`src/rtl/key_go_conditioner.sv`:
```
// rtl/key_go_conditioner.sv - push-button to go-level conditioner with operand tracking and busy lockout
// Define KEYCOND_DEBOUNCE_EN to enable the debounce counter; without it the synchronizer output is taken directly.
module key_go_conditioner #(
    parameter int DEBOUNCE_CYCLES = 500000,
    parameter int CNT_W           = 20,
    parameter int COMPUTE_CYCLES  = 5
) (
    input  logic       clk,
    input  logic       reset,
    input  logic       key_n,
    output logic       go,
    output logic       go_pulse,
    output logic [1:0] operand_idx,
    output logic       busy,
    output logic       done_pulse
);

    localparam int BCNT_W = $clog2(COMPUTE_CYCLES + 1);

    typedef enum logic {
        ST_ENTER = 1'b0,
        ST_BUSY  = 1'b1
    } state_t;

    state_t              state_q, state_d;
    logic                sync1_q;
    logic                stable_q, stable_d;
    logic                stable_dly_q;
    logic                ignore_q, ignore_d;
    logic [1:0]          idx_q, idx_d;
    logic [BCNT_W-1:0]   bcnt_q, bcnt_d;
    logic                rise, fall, done;

`ifdef KEYCOND_DEBOUNCE_EN
    logic                sync2_q;
    logic [CNT_W-1:0]    cnt_q, cnt_d;

    // Any sample that agrees with the accepted level restarts the stability count.
    always_comb begin
        stable_d = stable_q;
        cnt_d    = '0;
        if (sync2_q != stable_q) begin
            if (cnt_q == CNT_W'(DEBOUNCE_CYCLES - 1)) begin
                stable_d = sync2_q;
            end else begin
                cnt_d = cnt_q + CNT_W'(1);
            end
        end
    end

    always_ff @(posedge clk or posedge reset) begin
        if (reset) begin
            sync2_q <= 1'b0;
            cnt_q   <= '0;
        end else begin
            sync2_q <= sync1_q;
            cnt_q   <= cnt_d;
        end
    end
`else
    logic unused_cfg;
    assign unused_cfg = (CNT_W > 0) ^ (DEBOUNCE_CYCLES > 0);

    // stable_q doubles as the second synchronizer stage, giving a two-edge press latency.
    always_comb begin
        stable_d = sync1_q;
    end
`endif

    assign rise = stable_q & ~stable_dly_q;
    assign fall = ~stable_q & stable_dly_q;

    always_comb begin
        ignore_d = ignore_q;
        if (rise && (state_q == ST_BUSY)) begin
            ignore_d = 1'b1;
        end else if (fall) begin
            ignore_d = 1'b0;
        end
    end

    always_comb begin
        state_d = state_q;
        idx_d   = idx_q;
        bcnt_d  = bcnt_q;
        done    = 1'b0;
        case (state_q)
            ST_ENTER: begin
                if (fall && !ignore_q) begin
                    if (idx_q != 2'd3) begin
                        idx_d = idx_q + 2'd1;
                    end else begin
                        state_d = ST_BUSY;
                        bcnt_d  = '0;
                    end
                end
            end
            ST_BUSY: begin
                if (bcnt_q == BCNT_W'(COMPUTE_CYCLES - 1)) begin
                    done    = 1'b1;
                    state_d = ST_ENTER;
                    idx_d   = 2'd0;
                    bcnt_d  = '0;
                end else begin
                    bcnt_d = bcnt_q + BCNT_W'(1);
                end
            end
            default: begin
                state_d = ST_ENTER;
            end
        endcase
    end

    always_ff @(posedge clk or posedge reset) begin
        if (reset) begin
            sync1_q      <= 1'b0;
            stable_q     <= 1'b0;
            stable_dly_q <= 1'b0;
            ignore_q     <= 1'b0;
            state_q      <= ST_ENTER;
            idx_q        <= 2'd0;
            bcnt_q       <= '0;
        end else begin
            sync1_q      <= ~key_n;
            stable_q     <= stable_d;
            stable_dly_q <= stable_q;
            ignore_q     <= ignore_d;
            state_q      <= state_d;
            idx_q        <= idx_d;
            bcnt_q       <= bcnt_d;
        end
    end

    // Outputs are decoded from flops only, so go lines up with the debounced level edge.
    assign busy        = (state_q == ST_BUSY);
    assign go          = stable_q & ~ignore_q & ~busy;
    assign go_pulse    = rise & ~ignore_d & (state_q == ST_ENTER);
    assign done_pulse  = done;
    assign operand_idx = idx_q;

endmodule

```
`config.mk`:
```
export PLATFORM = sky130hd
export DESIGN_NAME = key_go_conditioner
export DESIGN_NICKNAME = d
export VERILOG_FILES = /design/src/rtl/key_go_conditioner.sv
export SDC_FILE = /design/constraint.sdc
export NUM_CORES = 1
export LEC_CHECK = 0
export BUFFER_PORTS_ARGS = -buffer_cell sky130_fd_sc_hd__buf_4
export CAP_MARGIN = 40
export CELL_PAD_IN_SITES_DETAIL_PLACEMENT = 1
export CELL_PAD_IN_SITES_GLOBAL_PLACEMENT = 2
export CORE_MARGIN = 8
export CORE_UTILIZATION = 26
export DETAILED_ROUTE_END_ITERATION = 7
export GPL_TIMING_DRIVEN = 0
export PLACE_DENSITY = 0.63
export SLEW_MARGIN = 10
export SYNTH_ARGS = -nofsm -noshare
export SYNTH_HDL_FRONTEND = slang
export SYNTH_SLANG_ARGS = --single-unit
```
`constraint.sdc`:
```
create_clock -name clk -period 1.3 [get_ports clk]
set_input_delay 0.065 -clock clk [delete_from_list [all_inputs] [get_ports clk]]
set_output_delay 0.065 -clock clk [all_outputs]
set_load 0.05 [all_outputs]
```
==> results.cfg <==
[yosys]
async_flop_share_pct = 100
syn_nets = 47
syn_inst = 41
yosysWarnings = 0
syn-cell-area_um2 = 488
synth_flop_cell = dfrtp_1
yosysSeqAreaShare_pct = 51.3
synth_cell_type_count = 18
syn_avg_cell_area_um2 = 11.9
ys_seq_elements = 10
synth_edf_count = 0

[timing]
max_freq_ghz = 0.772
final.period_utilization_pct = 99.6
fin_worst_skew_ps = 4.28
drv_slew = 0
tightest_slew_ps = 404
setup_viol = 0
period_minus_slack_ps = 1300
whs_ps = 350
rsz0062_at_grt = yes
fin_setup_tns_ps = 0
hold_violations = 0
slew_headroom_pct = 73.0

[placed_design]
routabilityCongestion = 0.626
hpwl_um = 824
placement.io_buffers = 8
placed_area_um2 = 627

[finish]
syn_to_final_growth_pct = 66.4
final_util_pct = 46.5
final_cell_mix = buf_4, dfrtp_1
post-route-cell-area_um2 = 812
final_common_cell = buf_4
drive_above_1_share_pct = 60.3
antenna_cells = 0
num-nets-final = 70

[route]
vias_per_cell = 4.42
drt_pre_antenna_iters = 4
vias = 389
ant_nets = 0
drt_iter0_drc = 3
drc = 0
wl_per_cell_um = 14.0
wirelength_um = 1230

[setup_path]
critPathSlowestCell = dfrtp_1
cp-start-kind = register
worst_ep_arrival_time_ps = 1230
cp-end-kind = output port
worst-setup-path-type = register to output port
slowest_delay_ps = 400
path_max_fanout = 3
cp_cell_sequence = inv_2, ha_4, nand3_4, clkinvlp_4, buf_8
cp_data_required_time_ps = 1240

[floorplan]
die_y_um = 59.3
core_area_mm2 = 0.00175
rows = 15
start_util_pct = 28.0
dieArea_mm2 = 0.00352
die_width_um = 59.3
io_pins = 9

[global_routing]
gr-total-overflow = 0
grt_use_total_pct = 7.49
grt_max_degree = 11
grt_pass1_wl_um = 2040
grt_pass1_vias = 459
antenna_found_initial = 0

[clocking]
cts_tree = yes
clock-sinks = 10
clk_latency_ps = 260
cts_root_buf = clkbuf_4
clk_pin_slew_ps = 70
htree_levels = 1
numCtsBuffers = 3
ctsLongestPathBuffers = 2

[power_and_ir_drop]
p_leak_uw = 0.000363
power_uw = 2050
ir_drop_mv = 1.47
power_density_mw_per_mm2 = 2530

[job]
drv_cap = 0

[hold_path]
hold_class = input port to async pin

[outcome]
status = completed
power breakdown:
group / leakage (uW) / switching (uW) / internal [uW]
registers: 0.000118 / 146 / 429
logic: 0.000224 / 609 / 589
clock network: 0.0000210 / 111 / 170
total: 0.000363 / 866 / 1190
cells in the mapped netlist (all sizes together), types with 2 or more instances:
cell | n | area, um^2
nand2b | 2 | 12.5
a22o | 3 | 28.8
inv | 6 | 22.5
nand2 | 3 | 11.3
mux2i | 3 | 30.0
nor2 | 2 | 10.0
dfrtp | 10 | 250
ha | 3 | 37.5
nor3b | 2 | 15.0
routing by layer:
| metal | track usage (%) | wire (um) | vias up |
|---|---|---|---|
| li1 | - | - | 183 |
| met1 | 7.42 | 454 | 194 |
| met3 | 2.82 | 74 | 2 |
| met5 | 0 | 0 | - |
| met2 | 13.6 | 693 | 10 |
| met4 | 3.07 | 6 | 0 |
final timing paths:
path / start / end / slack (ps) / cells past startpoint
min: reset / bcnt_q[2]$_DFFE_PP0P_ / 350 / 3
min in group clk: stable_d$_DFF_PP0_ / stable_q$_DFF_PP0_ / 360 / 0
min reg2reg: stable_d$_DFF_PP0_ / stable_q$_DFF_PP0_ / 360 / 0
max reg2reg: ignore_q$_DFF_PP0_ / bcnt_q[2]$_DFFE_PP0P_ / 40 / 3
max: bcnt_q[1]$_DFFE_PP0P_ / done_pulse / 5 / 5
max in group asynchronous: reset / operand_idx[1]$_DFFE_PP0P_ / 640 / 3
worst max-delay path: cells and delay by family (launching register included):
family | cells | cell delay (ps)
simple gates | 1 | 80
fa+ha+maj | 1 | 150
buf+inv | 3 | 320
flops | 1 | 400
what timing repair did:
action / CTS / global route
setup buffers: 4 / 3
cloned: 0 / 1
gates resized for setup: 10 / 3
setup endpoints to repair: 3 / 5
pin swaps: 1 / 4
hold buffers: 2 / 0
endpoints found under the hold margin: 11 / 0
final cells by class:
class	count	area, um^2
inverter	6	26.3
fill	196	933
clock buffer	4	36.3
sequential	10	254
multi-input combinational	24	272
tap	25	31.3
timing repair buffer	18	173
buffer	1	20.0
stage by stage:
stage,worst slack (ps),instances
CTS,-3.78,84
finish,4.70,88
global placement,104,74
detailed placement,66.2,74
global route,-52.0,88
floorplan,-8.33,41
registers in the layout, summed over array words and instances, names as in the netlist:
| register | cells |
|---|---|
| ignore_q | 1 |
| busy | 1 |
| stable_dly_q | 1 |
| stable_d | 1 |
| operand_idx | 2 |
| bcnt_q | 3 |
| stable_q | 1 |
cells by family (layout without fill, tap and decap cells):
kind of cell | Yosys count | after routing | share of synthesized area, %
simple gates | 14 | 14 | 20.3
flops | 10 | 10 | 51.3
buf+inv | 7 | 29 | 6.92
compound gates | 4 | 4 | 7.69
fa+ha+maj | 3 | 3 | 7.69
mux | 3 | 3 | 6.15
No activity file was read; power rests on OpenSTA's default activity.
